### config.mk
export PLATFORM = sky130hd
export DESIGN_NAME = fetch_ctrl
export DESIGN_NICKNAME = d
export VERILOG_FILES = /design/src/rtl/fetch_pkg.sv /design/src/rtl/fetch_buf.sv /design/src/rtl/fetch_ctrl.sv
export SDC_FILE = /design/constraint.sdc
export NUM_CORES = 1
export LEC_CHECK = 0
export ABC_AREA = 1
export BUFFER_PORTS_ARGS = -buffer_cell sky130_fd_sc_hd__clkbuf_2
export CELL_PAD_IN_SITES_DETAIL_PLACEMENT = 1
export CELL_PAD_IN_SITES_GLOBAL_PLACEMENT = 2
export CORE_ASPECT_RATIO = 0.7
export CORE_UTILIZATION = 30
export DETAILED_ROUTE_END_ITERATION = 10
export MAX_ROUTING_LAYER = met4
export PLACE_DENSITY_LB_ADDON = 0.1
export RECOVER_POWER = 25
export SLEW_MARGIN = 20
export SYNTH_ARGS = -nofsm -noshare
export SYNTH_HDL_FRONTEND = slang
export SYNTH_SLANG_ARGS = --single-unit
### constraint.sdc
create_clock -name clk -period 3.2 [get_ports clk]
set_input_delay 0.16 -clock clk [delete_from_list [all_inputs] [get_ports clk]]
set_output_delay 0.16 -clock clk [all_outputs]
set_load 0.05 [all_outputs]
### src/rtl/fetch_pkg.sv
// Shared types and constants for the instruction-fetch controller.
// Latency: n/a (types and a pure helper function only).
// Backpressure: n/a.
package fetch_pkg;

  localparam int          INSTR_W = 32;
  localparam logic [31:0] PC_STEP = 32'd4;

  typedef enum logic [1:0] {
    RUN   = 2'd0,
    FULL  = 2'd1,
    FAULT = 2'd2
  } fetch_state_e;

  typedef struct packed {
    logic [31:0]        pc;
    logic [INSTR_W-1:0] instr;
  } fetch_entry_t;

  // A jump target is usable only if it is word-aligned and inside the memory.
  function automatic logic pc_target_ok(input logic [31:0] pc, input logic [31:0] limit);
    return (pc[1:0] == 2'b00) && (pc < limit);
  endfunction

endpackage

### src/rtl/fetch_buf.sv
// Two-entry FIFO of fetched {pc, instr} entries between fetch and decode.
// Latency: a pushed entry is visible at head_o the cycle after the push.
// Backpressure: caller must not push when full without a same-cycle pop; flush wins over push/pop.
// Ports: clk, resetN (sync, active-low); push_i/push_entry_i write, pop_i removes head,
//        flush_i empties; head_o is the oldest entry, count_o the occupancy (0..2).
module fetch_buf
  import fetch_pkg::*;
(
  input  logic         clk,
  input  logic         resetN,
  input  logic         push_i,
  input  fetch_entry_t push_entry_i,
  input  logic         pop_i,
  input  logic         flush_i,
  output fetch_entry_t head_o,
  output logic [1:0]   count_o
);

  fetch_entry_t e0_q, e0_d;  // head slot
  fetch_entry_t e1_q, e1_d;  // second-oldest slot
  logic [1:0]   count_q, count_d;

  always_comb begin
    e0_d    = e0_q;
    e1_d    = e1_q;
    count_d = count_q;
    if (flush_i) begin
      count_d = 2'd0;
    end else begin
      case ({push_i, pop_i})
        2'b10: begin
          if (count_q == 2'd0) e0_d = push_entry_i;
          else                 e1_d = push_entry_i;
          count_d = count_q + 2'd1;
        end
        2'b01: begin
          e0_d    = e1_q;
          count_d = count_q - 2'd1;
        end
        2'b11: begin
          // Occupancy unchanged; the new entry lands behind whatever remains.
          if (count_q == 2'd1) begin
            e0_d = push_entry_i;
          end else begin
            e0_d = e1_q;
            e1_d = push_entry_i;
          end
        end
        default: ;
      endcase
    end
  end

  always_ff @(posedge clk) begin
    if (!resetN) begin
      e0_q    <= '0;
      e1_q    <= '0;
      count_q <= 2'd0;
    end else begin
      e0_q    <= e0_d;
      e1_q    <= e1_d;
      count_q <= count_d;
    end
  end

  assign head_o  = e0_q;
  assign count_o = count_q;

endmodule

### src/rtl/fetch_ctrl.sv
// Instruction-fetch controller: walks the PC through a combinational imem and buffers words for decode.
// Latency: PC presented in cycle N appears on if_valid in N+1; redirect target appears in N+2.
// Backpressure: two-entry buffer absorbs if_ready=0; fetch stalls (FULL) rather than dropping words.
// Ports: clk, resetN (sync, active-low); imem_addr/imem_data to instruction memory;
//        redirect_valid/redirect_pc flush-and-jump; if_valid/if_instr/if_pc/if_ready to decode;
//        fetch_fault high while faulted. With FETCH_PERF_EN defined, perf_fetched and
//        perf_stalled saturating event counters are added.
module fetch_ctrl
  import fetch_pkg::*;
#(
  parameter logic [31:0] PC_RESET = 32'h0000_0000,
  parameter int          MEM_SIZE = 256
) (
  input  logic        clk,
  input  logic        resetN,
  output logic [31:0] imem_addr,
  input  logic [31:0] imem_data,
  input  logic        redirect_valid,
  input  logic [31:0] redirect_pc,
  output logic        if_valid,
  output logic [31:0] if_instr,
  output logic [31:0] if_pc,
  input  logic        if_ready,
  output logic        fetch_fault
`ifdef FETCH_PERF_EN
  ,
  output logic [31:0] perf_fetched,
  output logic [31:0] perf_stalled
`endif
);

  localparam logic [31:0] PC_LIMIT = 32'(4 * MEM_SIZE);

  fetch_state_e state_q;
  logic [31:0]  pc_q;
  logic [1:0]   count;
  fetch_entry_t head;
  fetch_entry_t push_entry;
  logic         pop, space, pc_in_range, push;

  assign pop         = if_valid & if_ready;
  assign space       = (count < 2'd2) | pop;
  assign pc_in_range = pc_q < PC_LIMIT;
  // Only RUN fetches; a redirect cycle never pushes because the buffer is being flushed.
  assign push        = !redirect_valid && (state_q == RUN) && space && pc_in_range;

  assign push_entry.pc    = pc_q;
  assign push_entry.instr = imem_data;

  fetch_buf u_buf (
    .clk          (clk),
    .resetN       (resetN),
    .push_i       (push),
    .push_entry_i (push_entry),
    .pop_i        (pop),
    .flush_i      (redirect_valid),
    .head_o       (head),
    .count_o      (count)
  );

  always_ff @(posedge clk) begin
    if (!resetN) begin
      state_q <= RUN;
      pc_q    <= PC_RESET;
    end else if (redirect_valid) begin
      pc_q    <= redirect_pc;
      state_q <= pc_target_ok(redirect_pc, PC_LIMIT) ? RUN : FAULT;
    end else begin
      case (state_q)
        RUN: begin
          if (!pc_in_range) begin
            state_q <= FAULT;
          end else if (space) begin
            pc_q <= pc_q + PC_STEP;
            // Second entry going in with nothing leaving fills the buffer.
            if ((count == 2'd1) && !pop) state_q <= FULL;
          end
        end
        // Return to RUN on the pop; the push itself waits a cycle.
        FULL:    if (pop) state_q <= RUN;
        FAULT:   ;
        default: state_q <= RUN;
      endcase
    end
  end

  assign imem_addr   = pc_q;
  assign if_valid    = (count != 2'd0);
  assign if_instr    = head.instr;
  assign if_pc       = head.pc;
  assign fetch_fault = (state_q == FAULT);

`ifdef FETCH_PERF_EN
  logic [31:0] perf_fetched_q;
  logic [31:0] perf_stalled_q;

  // Counters survive redirects; only reset clears them.
  always_ff @(posedge clk) begin
    if (!resetN) begin
      perf_fetched_q <= '0;
      perf_stalled_q <= '0;
    end else begin
      if (push && (perf_fetched_q != 32'hFFFF_FFFF))
        perf_fetched_q <= perf_fetched_q + 32'd1;
      if (if_valid && !if_ready && (perf_stalled_q != 32'hFFFF_FFFF))
        perf_stalled_q <= perf_stalled_q + 32'd1;
    end
  end

  assign perf_fetched = perf_fetched_q;
  assign perf_stalled = perf_stalled_q;
`endif

endmodule
# Word level (Yosys, flattened, before mapping)
# Cells that the tools add are included.
dict set report op_classes {
  add_sub_neg 3
  magnitude_cmp 3
  n_eq_ne 13
  mux 18
  bitwise 4
  reduce_logical 22
}
# op count
set op_table {}
lappend op_table {{$mux W64} 4}
lappend op_table {{$pmux W64 S3} 1}
lappend op_table {{$mux W32} 4}
lappend op_table {{$pmux W64 S2} 1}
lappend op_table {{$lt A32 B11 Y1 const B} 2}
lappend op_table {{$add A32 B3 Y32 const B} 1}
lappend op_table {{$mux W2} 6}
lappend op_table {{$reduce_bool A2 Y1} 6}
lappend op_table {{$reduce_and A4 Y1} 2}
lappend op_table {{$eq A2 B1 Y1 const B} 3}
lappend op_table {{$eq A2 B2 Y1 const B} 3}
lappend op_table {{$logic_not A2 Y1} 3}
lappend op_table {{$ne A2 B2 Y1 const B} 3}
lappend op_table {{$pmux W2 S3} 1}
lappend op_table {{$reduce_and A3 Y1} 2}
lappend op_table {{$logic_and A1 B1 Y1} 5}
lappend op_table {{$ne A4 B3 Y1 const B} 1}
lappend op_table {{$ne A4 B4 Y1 const B} 1}
lappend op_table {{$pmux W2 S2} 1}
lappend op_table {{$ne A3 B3 Y1 const B} 1}
lappend op_table {{$reduce_bool A3 Y1} 1}
lappend op_table {{$add A2 B1 Y2 const B} 1}
lappend op_table {{$logic_not A1 Y1} 2}
lappend op_table {{$lt A2 B2 Y1 const B} 1}
lappend op_table {{other kinds (6)} 7}
dict set report totals {
  regBits 164
  input_bits 68
  output_inout_bits 98
  wordCells 70
}

# Depth between registers and ports, before layout
# Gate-level depths: netlist (run 1).
dict set report depth {
  word_depth 9
  depth_mapped 18
  ltp_nobuf 16
}

# Cells and area by module
# Synthesis (run 1) repeated with hierarchy kept, for this count alone.
dict set report unflattened {
  hier_cells 1207
  area_unflattened_um2 8319.2
}
# mod n_inst cells_per_inst area_per_inst_um2
set by_module_without_submodules {}
lappend by_module_without_submodules {fetch_buf 1 948 6451.2}
lappend by_module_without_submodules {fetch_ctrl 1 259 1868.0}

# Worst setup path after synthesis (run 1)
# Ideal clock, no wire load.
dict set report synth_path {
  path_type {flip-flop to flip-flop}
  startpoint {register u_buf.count_q[0], in the netlist u_buf.count_o[0]}
  endpoint {register u_buf.e0_q (netlist bit u_buf.head_o[22])}
  setup_time_ps 115
  arrival_time_ps 2468
  t_required_ps 3085
  slack_ps 617
  stages_incl_launch_ff 19
  n_path_buf 2
  cell_sequence {dfxtp_1 inv_1 ha_1 inv_2 nand2_4 inv_2 nor2_1 nor3_1 nand2_1 nor2_1 inv_1 ha_1 o21bai_1 buf_2 buf_2 nand3_1 o21ai_0 a21oi_1 nor2_1}
}
dict set report synth_via {
  elab_chain_len 8
}
# item line
set synth_lines {}
lappend synth_lines {{start, declared} fetch_buf.sv:21} ;# logic [1:0] count_q, count_d;
lappend synth_lines {{start signal, assigned} fetch_buf.sv:62} ;# count_q <= count_d;
lappend synth_lines {{$reduce_bool A2 Y1 *} fetch_ctrl.sv:88} ;# assign if_valid = (count != 2'd0);
lappend synth_lines {{net if_valid} fetch_ctrl.sv:20} ;# output logic if_valid,
lappend synth_lines {{$and A1 B1 Y1 *} fetch_ctrl.sv:41} ;# assign pop = if_valid & if_ready;
lappend synth_lines {{$or A1 B1 Y1} fetch_ctrl.sv:42} ;# assign space = (count < 2'd2) | pop;
lappend synth_lines {{$logic_and A1 B1 Y1 (2 in a row)} fetch_ctrl.sv:45} ;# assign push = !redirect_valid && (state_q == RUN) && space && pc_in_range;
lappend synth_lines {{$eq A2 B2 Y1 / $eq A2 B1 Y1 (equally long branches)} fetch_buf.sv:30} ;# case ({push_i, pop_i})
lappend synth_lines {{$ne A2 B1 Y1 (no line) / $reduce_bool A3 Y1 (equally long branches)} -}
lappend synth_lines {{$reduce_and A3 Y1 (no line)} -}
lappend synth_lines {{end signal, assigned} fetch_buf.sv:56} ;# e0_q <= '0;
lappend synth_lines {{end signal, assigned} fetch_buf.sv:60} ;# e0_q <= e0_d;
lappend synth_lines {{end, declared} fetch_buf.sv:19} ;# fetch_entry_t e0_q, e0_d;
# The timed path passes the listed nets; every way through them passes the cells marked *.
# A chain may end at the register's enable or synchronous reset.

# Final worst setup path (run 1)
dict set report layout_path {
  startpoint {register u_buf.count_q[0], in the netlist u_buf.count_o[0]}
  endpoint {register u_buf.e0_q (netlist bit u_buf.head_o[58])}
}
dict set report layout_via {
  elab_chain_len 8
}
# item line
set layout_lines {}
lappend layout_lines {{$reduce_bool A2 Y1} fetch_ctrl.sv:88}
lappend layout_lines {{$and A1 B1 Y1} fetch_ctrl.sv:41}
lappend layout_lines {{$or A1 B1 Y1} fetch_ctrl.sv:42}
lappend layout_lines {{$logic_and A1 B1 Y1 (2 in a row)} fetch_ctrl.sv:45}
lappend layout_lines {{$eq A2 B2 Y1 / $eq A2 B1 Y1 (equally long branches)} fetch_buf.sv:30}
lappend layout_lines {{$ne A2 B1 Y1 (no line) / $reduce_bool A3 Y1 (equally long branches)} -}
lappend layout_lines {{$reduce_and A3 Y1 (no line)} -}
# Several ways; a longest one is shown, not always the timed one.

==> run_results.csv, run 1 <==
group,metric,value,unit
grt,antenna_found_initial,0,
yosys,ys_warn_count,0,
yosys,synth_ff_type,"dfxtp_1",
route,dr.pass1.iters,4,
timing,fin_worst_skew,8.205,ps
timing,finalSetupTns,0,ps
yosys,yosys.area.top_type,"dfxtp_1",
worst_setup_path,worstPathArrival,3220,ps
power,p_switching,1262,µW
flow_run,drv_cap,0,
grt,met1_usage,29.55,%
grt,grt_pass1_vias,7762,
cts,clkTransAtPathRegs,60,ps
route,drtAntennaViolNets,0,
power,finalPower,4911,µW
yosys,synth_cells,1123,
route,vias,7879,
route,drc,0,
worst_setup_path,worst_setup_path_end_kind,"flip-flop",
cells_and_area,final_core_util,39.11,%
route,routedWlPerCell,16.36,µm
placed_design,gp_congestion,0.7508,
yosys,ys_async_sr_fraction,0,%
cells_and_area,n_antenna_cell,0,
cells_and_area,syn2layout_area_growth,26.25,%
timing,setup_viol,0,
cts,post_cts_buffers,0,
route,drt-initial-drc-count,391,
power,internal-power,3649,µW
timing,hold_viol_final,0,
timing,max_slew_margin,5.293,%
placed_design,hpwlAfterDp,16.08,mm
power,power_density,502.6,nW/µm²
floorplan,die-area,26460,µm²
timing,period_minus_slack,2858,ps
timing,finalMaxSlewViolations,0,
power,ir_worst_vdd,0.4008,mV
placed_design,dp_cells,1537,
floorplan,row_count,48,
worst_setup_path,cp.required,3560,ps
power,clkPwrFrac,46.1,%
cells_and_area,nets,1355,
yosys,yosysMostFrequentCell,"nand3_1",
power,combinationalPowerShare,10.5,%
cts,ctsLongestPathBuffers,2,
floorplan,core_area,24980,µm²
grt,grt_pass1_wl,42.55,mm
grt,overflow,0,
cts,cts.repair.resized,0,
power,swShare,25.69,%
cts,cts_root_buf,"clkbuf_16",
timing,fmax,0.3499,GHz
status,status,"finished, final reports clean",
yosys,synth.ff_latch_count,164,
worst_setup_path,cp_max_fo,32,
grt,busiest_layer,"met2",
cts,cts_buffers,17,
min_path,min_path_type,"input pin to flip-flop",
yosys,synth_area_leaders,"dfxtp_1 (42%), nand3_1 (11%), a21oi_1 (10%)",
grt,grt_usage,20.89,%
yosys,netlist_area,7740,µm²
floorplan,die_x,194.0,µm
yosys,synthTopCellsByCount,"nand3_1 (166), dfxtp_1 (164), a21oi_1 (162)",
grt,grt_use_met3,3.498,%
power,leakage,0.004376,µW
cts,clk_latency,430,ps
yosys,synth.avg_cell_area,6.892,µm²
cts,cts_tree,"yes",
floorplan,num_io_pins,166,
yosys,synth_edf_count,0,
cts,h-tree-depth,4,
grt,grt_max_degree,133,
cts,cts.sinks,164,
power,seq_power_share,43.4,%
cells_and_area,drive_gt1_share,11.83,%
floorplan,start_util,30.98,%
yosys,synth_cell_types,27,
worst_setup_path,critPathKind,"flip-flop to flip-flop",
placed_design,port_buffers,165,
yosys,syn_nets,1197,
route,vias_per_cell,4.870,
floorplan,die_h,136.4,µm
timing,worstMarginPinSlew,1421,ps
cells_and_area,nFillCells,3170,
yosys,ys_seq_area_share,42.42,%
cells_and_area,final_cells,1618,
timing,fin_crit_sh,89.30,%
worst_setup_path,crit_path_start_kind,"flip-flop",
timing,rsz0062_at_grt,"no",
grt,grtUsageMet2,30.94,%
yosys,synth_top_area_share,42.42,%
route,drt_wl_total,26.47,mm
==> through the flow <==
step                      instance area (µm²)  hold WS (ps)  setup slack (ps)
after floorplan                          7740         303.2             616.6
after global placement                   8710         407.8             441.7
after detailed placement                 8710         411.1             324.2
after CTS                                9831       0.09079             287.3
after global routing                     9772         13.14             18.53
final                                    9772         14.69             342.3
==> timing repair <==
item / in CTS / in global routing
hold buffers: 49 / 0
hold endpoints to repair: 49 / 0
endpoints found under the setup margin: 0 / 2
==> final cells by class <==
| class | count | area [µm²] | share of cell area, % |
|---|---|---|---|
| clock buffer | 21 | 450.4 | 4.609 |
| clock inverter | 10 | 180.2 | 1.844 |
| inverter | 148 | 556.8 | 5.698 |
| multi-input combinational | 721 | 3467 | 35.48 |
| sequential | 164 | 3283 | 33.60 |
| tap | 325 | 406.6 | 4.161 |
| timing repair buffer | 229 | 1428 | 14.61 |
==> worst paths after layout <==
kind | from | to | slack [ps] | cells past startpoint
max | u_buf.count_o[0] | u_buf.head_o[58] | 340 | 17
max reg2reg | u_buf.count_o[0] | u_buf.head_o[58] | 340 | 17
min reg2reg | imem_addr[17] | u_buf.e1_q[49] | 500 | 2
min | imem_data[22] | u_buf.e1_q[22] | 10 | 3
==> routing by layer <==
layer | wire [µm] | vias to the layer above
met5 | 0 | -
met4 | 197 | 0
met3 | 940 | 13
met2 | 11260 | 129
met1 | 14070 | 3755
li1 | - | 3982
==> layout by cell type (no fill, tap or decap), types with 2 or more instances in the layout <==
| cell type | instances |
|---|---|
| nand3_1 | 166 |
| dfxtp_1 | 164 |
| a21oi_1 | 162 |
| inv_1 | 143 |
| o21ai_0 | 138 |
| nand2_1 | 128 |
| clkbuf_2 | 100 |
| nor2_1 | 95 |
| clkbuf_1 | 68 |
| dlygate4sd3_1 | 49 |
| clkbuf_16 | 18 |
| buf_4 | 9 |
| ha_1 | 6 |
| nor3_1 | 5 |
| xor2_1 | 5 |
| bufinv_16 | 5 |
| buf_12 | 5 |
| clkinv_2 | 4 |
| nor4_1 | 4 |
| nand2_4 | 3 |
| inv_2 | 2 |
| nand4_1 | 2 |
| clkinv_1 | 2 |
| clkinvlp_4 | 2 |
==> worst max-delay path: stages (launching register included) <==
cell      delay (ps)
dfxtp_1          380
inv_1             60
ha_1             270
inv_2            100
nand2_4           80
inv_2             60
nor2_1            40
nor3_1           130
nand2_1          100
nor2_1           250
ha_1             340
inv_1            100
o21bai_4         210
buf_12           250
nand3_1           90
o21ai_0          130
a21oi_1           70
nor2_1           130
==> registers in the layout, indices dropped and copies added (netlist names) <==
| name | flops |
|---|---|
| imem_addr | 32 |
| state_q | 2 |
| u_buf.count_o | 2 |
| u_buf.e1_q | 64 |
| u_buf.head_o | 64 |
==> logic make-up after synthesis <==
group                      Yosys count  synth area share [%]
AOI/OAI and AO/OA                  304                 19.80
buffers and inverters              238                 13.22
adders and majority gates            6                0.9699
xor gates and xnor gates             6                0.6789
DFF                                164                 42.42
and+or+nand+nor                    405                 22.91
==> power groups by stage <==
stage / clock [µW] / sequential (µW) / combinational [µW]
after floorplan: 0 / 2290 / 197
after global placement: 0 / 2180 / 477
after detailed placement: 0 / 2180 / 479
after CTS: 2320 / 2130 / 527
after global routing: 2410 / 2140 / 569
final: 2260 / 2130 / 518
Power figures use the tool's default switching activity.
==> inputs of run 2 (changes only) <==
--- a/config.mk
+++ b/config.mk
@@ -14,7 +14,7 @@
 export DETAILED_ROUTE_END_ITERATION = 10
 export MAX_ROUTING_LAYER = met4
 export PLACE_DENSITY_LB_ADDON = 0.1
-export RECOVER_POWER = 25
+export RECOVER_POWER = 50
 export SLEW_MARGIN = 20
 export SYNTH_ARGS = -nofsm -noshare
 export SYNTH_HDL_FRONTEND = slang
==> run 2 against run 1 <==
- sequential power hardly changed
- routed wire length is 0.21% lower
- worst setup slack hardly changed
- cell count stayed put
- die area stayed put
- global-route usage stayed put
- clock power hardly changed
- clock skew is 0.82 ps lower
- power hardly changed
- critical endpoint unchanged
- largest cell class unchanged
- largest power group unchanged
==> run_results.csv, run 2 (synthesis results as in run 1) <==
group,metric,value,unit
status,status,"finished, final reports clean",
worst_setup_path,critPathKind,"flip-flop to flip-flop",
floorplan,row_count,48,
route,routedWlPerCell,16.32,µm
floorplan,die-area,26460,µm²
cts,h-tree-depth,4,
cells_and_area,final_core_util,38.90,%
timing,rsz0062_at_grt,"no",
route,drt-initial-drc-count,392,
timing,finalSetupTns,0,ps
cts,post_cts_buffers,0,
power,power_density,504.9,nW/µm²
cts,clkTransAtPathRegs,60,ps
power,seq_power_share,43.4,%
power,p_switching,1263,µW
cells_and_area,nets,1355,
worst_setup_path,worstPathArrival,3220,ps
route,dr.pass1.iters,4,
timing,max_slew_margin,5.569,%
cells_and_area,final_common_cell,"nand3_1",
cells_and_area,final_cells,1618,
route,drtAntennaViolNets,0,
worst_setup_path,critPathMaxStageDelay,380,ps
floorplan,die_x,194.0,µm
timing,setup_viol,0,
worst_setup_path,worst_setup_path_end_kind,"flip-flop",
grt,grt_pass1_wl,42.55,mm
floorplan,core_area,24980,µm²
power,ir_worst_vdd,0.4039,mV
grt,overflow,0,
power,combinationalPowerShare,10.4,%
route,drc,0,
floorplan,start_util,30.98,%
cts,cts_root_buf,"clkbuf_16",
power,clkPwrFrac,46.2,%
worst_setup_path,crit_path_start_kind,"flip-flop",
cts,cts_buffers,17,
worst_setup_path,cp_common_cell,"nor2_1",
grt,antenna_found_initial,0,
grt,grt_pass1_vias,7762,
timing,finalMaxSlewViolations,0,
cells_and_area,nFillCells,3198,
flow_run,drv_cap,0,
power,swShare,25.75,%
min_path,min_path_type,"input pin to flip-flop",
timing,fmax,0.3499,GHz
placed_design,port_buffers,165,
power,leakage,0.004258,µW
power,internal-power,3643,µW
timing,worstMarginPinSlew,1416,ps
cells_and_area,final_cell_mix,"nand3_1 (166), dfxtp_1 (164), a21oi_1 (162)",
worst_setup_path,cp_slowest_cell,"dfxtp_1",
timing,fin_crit_sh,89.30,%
placed_design,dp_cells,1537,
cells_and_area,drive_gt1_share,9.049,%
grt,grt_usage,20.89,%
cts,cts.sinks,164,
placed_design,hpwlAfterDp,16.08,mm
cts,cts_tree,"yes",
worst_setup_path,cp.required,3570,ps
cells_and_area,syn2layout_area_growth,25.56,%
grt,grt_max_degree,133,
route,vias,7851,
placed_design,gp_congestion,0.7508,
timing,period_minus_slack,2858,ps
cts,clk_latency,430,ps
route,drt_wl_total,26.41,mm
cts,ctsLongestPathBuffers,2,
floorplan,die_h,136.4,µm
timing,fin_worst_skew,7.387,ps
timing,hold_slack,13.44,ps
floorplan,num_io_pins,166,
cells_and_area,n_antenna_cell,0,
cts,cts.repair.resized,0,
timing,hold_viol_final,0,
worst_setup_path,cp_max_fo,32,
route,vias_per_cell,4.852,
worst_setup_path,path_cells,"inv_1 > ha_1 > inv_2 > nand2_4 > inv_2 > nor2_1 > nor3_1 > nand2_1 > nor2_1 > ha_1 > inv_1 > o21bai_4 > buf_12 > nand3_1 > o21ai_0 > a21oi_1 > nor2_1",
==> run 2: cell count changes in the layout (fill, tap and decap cells not counted) <==
cell      change
nand2_4       -1
clkbuf_2     -34
nand2_1       +1
buf_4         -1
clkbuf_1     +35
==> run 2: area by class of cell <==
class	count	area (µm²)	share of cell area [%]
repair buffers	229	1381	14.21
well taps	325	406.6	4.184
clock buffers	21	450.4	4.635
multi-input cells	721	3460	35.60
inverters	148	556.8	5.729
flip-flops and latches	164	3283	33.78
clock inverters	10	180.2	1.854
==> run 2: path summary, 6_finish.rpt <==
| kind | cells past startpoint | endpoint | slack, ps | startpoint |
|---|---|---|---|---|
| min reg2reg | 2 | u_buf.e1_q[49] | 500 | imem_addr[17] |
| max | 17 | u_buf.head_o[58] | 340 | u_buf.count_o[0] |
| max reg2reg | 17 | u_buf.head_o[58] | 340 | u_buf.count_o[0] |
| min | 3 | u_buf.e1_q[22] | 10 | imem_data[22] |
==> run 2: power by group through the flow <==
stage	combinational [µW]	clock (µW)	sequential, µW
floorplan	197	0	2290
detailed placement	479	0	2180
global placement	477	0	2180
finish	511	2260	2130
CTS	527	2320	2130
global route	563	2410	2140
==> run 2: what timing repair did <==
action                                  CTS  global route
hold endpoints to repair                 49             0
hold buffers                             49             0
endpoints found under the setup margin    0             2
==> run 2: worst max-delay path: cells and delay by family (launching register included) <==
family	cells	cell delay, ps
AOI/OAI and AO/OA	3	400
buffers and inverters	5	570
adders and majority gates	2	610
and+or+nand+nor	7	810
DFF	1	380
==> run 2: layer usage <==
layer | GRT usage [%] | routed length [µm] | up-vias
li1 | - | - | 3983
met1 | 29.55 | 13930 | 3725
met2 | 30.94 | 11290 | 128
met3 | 3.498 | 994 | 15
met4 | 4.630 | 197 | 0
met5 | - | 0 | -
==> run 2: per-stage QoR <==
step           power, µW  cell area [µm²]  worst slack [ps]
2_1_floorplan       2487             7740             616.6
3_3_place_gp        2655             8710             441.7
3_5_place_dp        2656             8710             324.2
4_1_cts             4979             9831             287.3
5_1_grt             5104             9718             20.57
6_report            4907             9718             342.4
